### config.mk
export PLATFORM = sky130hd
export DESIGN_NAME = dbus_xbar
export DESIGN_NICKNAME = d
export VERILOG_FILES = /design/src/rtl/dbus_pkg.sv /design/src/rtl/dbus_addr_dec.sv /design/src/rtl/dbus_xbar.sv
export SDC_FILE = /design/constraint.sdc
export NUM_CORES = 1
export LEC_CHECK = 0
export CAP_MARGIN = 20
export CORE_MARGIN = 2
export CORE_UTILIZATION = 40
export CTS_CLUSTER_DIAMETER = 150
export CTS_CLUSTER_SIZE = 16
export DETAILED_ROUTE_END_ITERATION = 16
export HOLD_SLACK_MARGIN = 0.03
export PLACE_DENSITY = 0.87
export SLEW_MARGIN = 20
export SYNTH_ARGS = -nofsm -noshare
export SYNTH_HDL_FRONTEND = slang
export SYNTH_SLANG_ARGS = --single-unit
### constraint.sdc
create_clock -name clk -period 7.7 [get_ports clk]
set_clock_uncertainty 0.05 [all_clocks]
set_input_delay 1.54 -clock clk [delete_from_list [all_inputs] [get_ports clk]]
set_output_delay 1.54 -clock clk [all_outputs]
set_load 0.01 [all_outputs]
### src/rtl/dbus_pkg.sv
// Shared types and helpers for the data-bus crossbar (dbus_xbar, dbus_addr_dec).
package dbus_pkg;

    typedef enum logic [1:0] {
        IDLE = 2'd0,
        STRB = 2'd1,
        WAIT = 2'd2,
        RESP = 2'd3
    } dbus_state_t;

    localparam logic [31:0] ERR_DATA_DEFAULT = 32'hDEAD_BEEF;

    // Width of a slave index; a single-slave build still gets a 1-bit index.
    function automatic int slv_idx_w(input int n);
        return $clog2(n > 1 ? n : 2);
    endfunction

endpackage

### src/rtl/dbus_addr_dec.sv
// Combinational base/mask address decoder: hit flag, one-hot match, encoded index
// and slave-local offset. Overlapping regions resolve to the lowest slave index.
module dbus_addr_dec
    import dbus_pkg::*;
#(
    parameter int ADDR_LEN = 14,
    parameter int NUM_SLV  = 3,
    parameter logic [NUM_SLV*ADDR_LEN-1:0] SLV_BASE = {14'h3000, 14'h2000, 14'h0000},
    parameter logic [NUM_SLV*ADDR_LEN-1:0] SLV_MASK = {3{14'h3000}},
    parameter int SEL_W = slv_idx_w(NUM_SLV)
) (
    input  logic [ADDR_LEN-1:0] addr,
    output logic                hit,
    output logic [NUM_SLV-1:0]  match,
    output logic [SEL_W-1:0]    idx,
    output logic [ADDR_LEN-1:0] offset
);

    // Scan from the highest index down so the lowest matching slave overrides.
    always_comb begin
        hit    = 1'b0;
        match  = '0;
        idx    = '0;
        offset = addr;
        for (int i = NUM_SLV - 1; i >= 0; i--) begin
            if ((addr & SLV_MASK[i*ADDR_LEN +: ADDR_LEN]) == SLV_BASE[i*ADDR_LEN +: ADDR_LEN]) begin
                hit      = 1'b1;
                match    = '0;
                match[i] = 1'b1;
                idx      = SEL_W'(i);
                offset   = addr & ~SLV_MASK[i*ADDR_LEN +: ADDR_LEN];
            end
        end
    end

endmodule

### src/rtl/dbus_xbar.sv
// Data-bus crossbar: one master, NUM_SLV memory-mapped slaves, error response on
// unmapped or (with DBUS_TIMEOUT_EN defined) hung slaves.
module dbus_xbar
    import dbus_pkg::*;
#(
    parameter int XLEN     = 32,
    parameter int ADDR_LEN = 14,
    parameter int NUM_SLV  = 3,
    parameter logic [NUM_SLV*ADDR_LEN-1:0] SLV_BASE = {14'h3000, 14'h2000, 14'h0000},
    parameter logic [NUM_SLV*ADDR_LEN-1:0] SLV_MASK = {3{14'h3000}},
    parameter logic [XLEN-1:0] ERR_DATA = XLEN'(ERR_DATA_DEFAULT),
    parameter int TIMEOUT_CYC = 64
) (
    input  logic                     clk,
    input  logic                     rst,
    input  logic [ADDR_LEN-1:0]      m_addr,
    input  logic                     m_rd_req,
    input  logic                     m_wr_req,
    input  logic [XLEN/8-1:0]        m_wr_be,
    input  logic [XLEN-1:0]          m_wr_data,
    output logic                     m_rd_ready,
    output logic                     m_wr_ready,
    output logic [XLEN-1:0]          m_rd_data,
    output logic                     m_err,
    output logic [ADDR_LEN-1:0]      s_addr,
    output logic [XLEN-1:0]          s_wr_data,
    output logic [XLEN/8-1:0]        s_be,
    output logic [NUM_SLV-1:0]       s_rd_en,
    output logic [NUM_SLV-1:0]       s_wr_en,
    input  logic [NUM_SLV*XLEN-1:0]  s_rd_data,
    input  logic [NUM_SLV-1:0]       s_ready
);

    localparam int SEL_W = slv_idx_w(NUM_SLV);

    dbus_state_t         state;
    logic                dir_wr;
    logic                err_q;
    logic [SEL_W-1:0]    sel_q;
    logic [NUM_SLV-1:0]  match_q;
    logic [ADDR_LEN-1:0] addr_q;
    logic [XLEN-1:0]     wdata_q;
    logic [XLEN/8-1:0]   be_q;
    logic [XLEN-1:0]     rdata_q;

    logic                dec_hit;
    logic [NUM_SLV-1:0]  dec_match;
    logic [SEL_W-1:0]    dec_idx;
    logic [ADDR_LEN-1:0] dec_offset;

    logic                ready_sel;
    logic [XLEN-1:0]     rdata_sel;

`ifdef DBUS_TIMEOUT_EN
    localparam int CNT_W = $clog2(TIMEOUT_CYC + 1);
    logic [CNT_W-1:0] tmo_cnt;
`endif

    dbus_addr_dec #(
        .ADDR_LEN (ADDR_LEN),
        .NUM_SLV  (NUM_SLV),
        .SLV_BASE (SLV_BASE),
        .SLV_MASK (SLV_MASK),
        .SEL_W    (SEL_W)
    ) u_dec (
        .addr   (m_addr),
        .hit    (dec_hit),
        .match  (dec_match),
        .idx    (dec_idx),
        .offset (dec_offset)
    );

    assign ready_sel = s_ready[sel_q];
    assign rdata_sel = s_rd_data[sel_q*XLEN +: XLEN];

    // A decode miss skips the slave entirely and preloads the error word so RESP
    // can present rdata_q unconditionally.
    always_ff @(posedge clk or posedge rst) begin
        if (rst) begin
            state   <= IDLE;
            dir_wr  <= 1'b0;
            err_q   <= 1'b0;
            sel_q   <= '0;
            match_q <= '0;
            addr_q  <= '0;
            wdata_q <= '0;
            be_q    <= '0;
            rdata_q <= '0;
`ifdef DBUS_TIMEOUT_EN
            tmo_cnt <= '0;
`endif
        end else begin
            case (state)
                IDLE: begin
                    if (m_rd_req || m_wr_req) begin
                        dir_wr  <= m_wr_req;
                        err_q   <= !dec_hit;
                        sel_q   <= dec_idx;
                        match_q <= dec_match;
                        addr_q  <= dec_offset;
                        wdata_q <= m_wr_data;
                        be_q    <= m_wr_be;
                        rdata_q <= dec_hit ? '0 : ERR_DATA;
                        state   <= dec_hit ? STRB : RESP;
                    end
                end
                STRB: begin
`ifdef DBUS_TIMEOUT_EN
                    tmo_cnt <= '0;
`endif
                    if (ready_sel) begin
                        rdata_q <= dir_wr ? '0 : rdata_sel;
                        state   <= RESP;
                    end else begin
                        state   <= WAIT;
                    end
                end
                WAIT: begin
                    if (ready_sel) begin
                        rdata_q <= dir_wr ? '0 : rdata_sel;
                        state   <= RESP;
                    end
`ifdef DBUS_TIMEOUT_EN
                    else if (tmo_cnt == CNT_W'(TIMEOUT_CYC - 1)) begin
                        err_q   <= 1'b1;
                        rdata_q <= ERR_DATA;
                        state   <= RESP;
                    end else begin
                        tmo_cnt <= tmo_cnt + 1'b1;
                    end
`endif
                end
                RESP: begin
                    state <= IDLE;
                end
                default: begin
                    state <= IDLE;
                end
            endcase
        end
    end

    assign s_addr     = addr_q;
    assign s_wr_data  = wdata_q;
    assign s_be       = be_q;
    assign s_rd_en    = (state == STRB && !dir_wr) ? match_q : '0;
    assign s_wr_en    = (state == STRB &&  dir_wr) ? match_q : '0;
    assign m_rd_ready = (state == RESP) && !dir_wr;
    assign m_wr_ready = (state == RESP) &&  dir_wr;
    assign m_err      = (state == RESP) && err_q;
    assign m_rd_data  = m_rd_ready ? rdata_q : '0;

endmodule

==> metrics.yaml <==
design_area_um2: 7610
dp_hpwl_mm: 10.1
ys_ff_latch: 88
fp.dieH_um: 114
first_iter_violations: 240
ys.warnings.count: 0
wire_per_inst_um: 16.5
critPathCaptureType: "output pin"
wl_mm: 13.8
cts_resized: 0
grt_setup_unrepaired: "no"
antenna_found_initial: 0
synthTopCellsByArea: "dfrtp_1 45%, mux2_2 12%, mux2i_1 6.8%"
cts_buffers: 9
maxSlewViolCount: 0
yosys.area.top_type: "dfrtp_1"
grt_max_degree: 74
final_hold_viol_count: 0
grt_pass1_vias: 4430
clkPwrFrac_pct: 14.9
fin_crit_ps: 3970
ys_types: 33
drc: 0
seq_power_share_pct: 30.2
clk_latency_ps: 330
rows: 40
arrival_ps: 2380
p_sw_share_pct: 37.9
cp_top_family: "simple AND/OR/NAND/NOR gates"
grt_pass1_wl_mm: 21.7
setup_violations: 0
syn-num-nets: 627
via_per_inst: 5.07
drive_above_1_share_pct: 13.1
p_per_area_nw_per_um2: 375
cts-root-buf: "clkbuf_16"
seq_area_frac_synth_pct: 45.3
cp_max_fo: 33
clock_path_buffers: 2
cts.sinks: 88
postCtsSetupBuffers: 0
tightest_slew_ps: 1090
netlist_top_cells_count: "88 x dfrtp_1, 53 x inv_1, 50 x mux2_2"
cts_hold_repair.buffers: 0
synth_most_common_cell: "dfrtp_1"
dr.pass1.iters: 5
async_flop_share_pct: 100
maxSlewHeadroom_pct: 26.8
core_um2: 11900
power_frac_comb_pct: 54.9
pin_count: 244
routabilityCongestion: 0.795
setup_tns_ps: 0
status: "finished, final reports clean"
cp.required_ps: 6110
holdCritPathClass: "reg -> reg"
worst_path_largest_cell_delay_ps: 590
drtAntennaViolNets: 0
antenna_cells: 0
intPower_uw: 1770
worst_path_max_delay_cell: "nor2b_4"
critPathBufInv: 1
grt-ovfl-total: 0
syn_avg_cell_area_um2: 10.3
period_share_pct: 51.6
cts_tree: "yes"
path_cells: "ha_1, nor2b_4, and2_1, clkdlybuf4s50_1"
netlist_area_um2: 4860
power_uw: 2850
synth-edff-count: 0
syn_to_final_growth_pct: 56.6
path_clk_slew_ps: 70
switchingPower_uw: 1080
crit_type: "reg -> out"
vias: 4258
max-cap-violations: 0
nets: 845
peakVddDrop_mv: 0.272
synth_top_area_share_pct: 45.3
ctsHtreeMaxLevel: 3
numPortBuffers: 243
p_leak_uw: 0.00330
die_area_um2: 13000
die_x_um: 114
worstSetupStartpointType: "register"
synthesis.instances: 470
postPlaceCellArea_um2: 7300
initial_core_util_pct: 40.8
final_util_pct: 63.9
gr-usage-all-layers_pct: 21.2
synth-main-ff-cell: "dfrtp_1"
max_freq_ghz: 0.252
## logic make-up after synthesis
kind of cell / share of synthesized area [%]
simple gates: 12.3
mux: 20.2
fa+ha+maj: 1.03
compound gates: 12.6
flops: 45.3
buf+inv: 8.52
## final timing paths
| path | start | to | slack (ps) | cells past startpoint |
|---|---|---|---|---|
| setup / recovery | state[1]$_DFFE_PP0P_ | m_rd_data[7] | 3730 | 4 |
| hold / removal | s_wr_data[1]$_DFFE_PP0P_ | s_wr_data[1]$_DFFE_PP0P_ | 450 | 1 |
| setup reg to reg | sel_q[0]$_DFFE_PP0P_ | rdata_q[29]$_DFFE_PP0P_ | 5130 | 4 |
| hold reg to reg | s_wr_data[1]$_DFFE_PP0P_ | s_wr_data[1]$_DFFE_PP0P_ | 450 | 1 |
| max in group asynchronous | rst | sel_q[1]$_DFFE_PP0P_ | 4940 | 3 |
| min in group asynchronous | rst | s_wr_data[12]$_DFFE_PP0P_ | 1440 | 2 |
## area by class of cell
cell class / count / area [µm²]
Multi-Input combinational cell: 290 / 2270
Sequential cell: 88 / 2200
Clock buffer: 10 / 239
Inverter: 53 / 200
Clock inverter: 6 / 50.0
Fill cell: 941 / 4310
Tap cell: 147 / 184
Timing Repair Buffer: 246 / 2450
## state kept, by name, summed over array words and instances (netlist names)
register and cells:
dir_wr 1, match_q 1, rdata_q 32, s_addr 14
s_be 4, s_wr_data 32, sel_q 2, state 2
## routing by layer
layer	vias to the layer above	share of wire [%]	global-route usage, %
met5	-	0	0
met4	0	2.2	7.64
met3	24	9.2	7.09
met2	187	48	37.0
met1	2021	40	24.2
li1	2026	-	-
## worst reg2reg max path: cells and delay by family (launching register included)
family             cells  cell delay (ps)
DFF                    1             1020
muxes                  1              410
AOI/OAI and AO/OA      2              750
and+or+nand+nor        1              230
## stage by stage
stage	worst slack, ps	hold slack [ps]	cells
finish	3730	452	840
global route	3660	475	840
floorplan	3830	404	470
detailed placement	3750	438	824
CTS	3390	453	840
global placement	3870	419	824
## cells in the final DEF (no fill, tap or decap), drive strengths merged, types with 2 or more instances in the layout
cell type / instances
a31oi: 24
or2: 8
nor2: 5
ha: 4
clkbuf: 10
clkinvlp: 4
nor2b: 27
and3: 3
o21ai: 29
buf: 3
a21oi: 8
mux2i: 33
inv: 54
and2: 38
dfrtp: 88
o211ai: 2
clkdlybuf4s50: 243
a211o: 24
nand2b: 4
mux2: 56
nand2: 17
## power by group through the flow
stage               clock network (µW)  registers, µW  logic, µW
floorplan                            0            841       1040
global placement                     0            853       1510
detailed placement                   0            867       1570
CTS                                429            859       1580
global route                       453            892       1700
finish                             424            860       1560
Power figures use the tool's default switching activity.
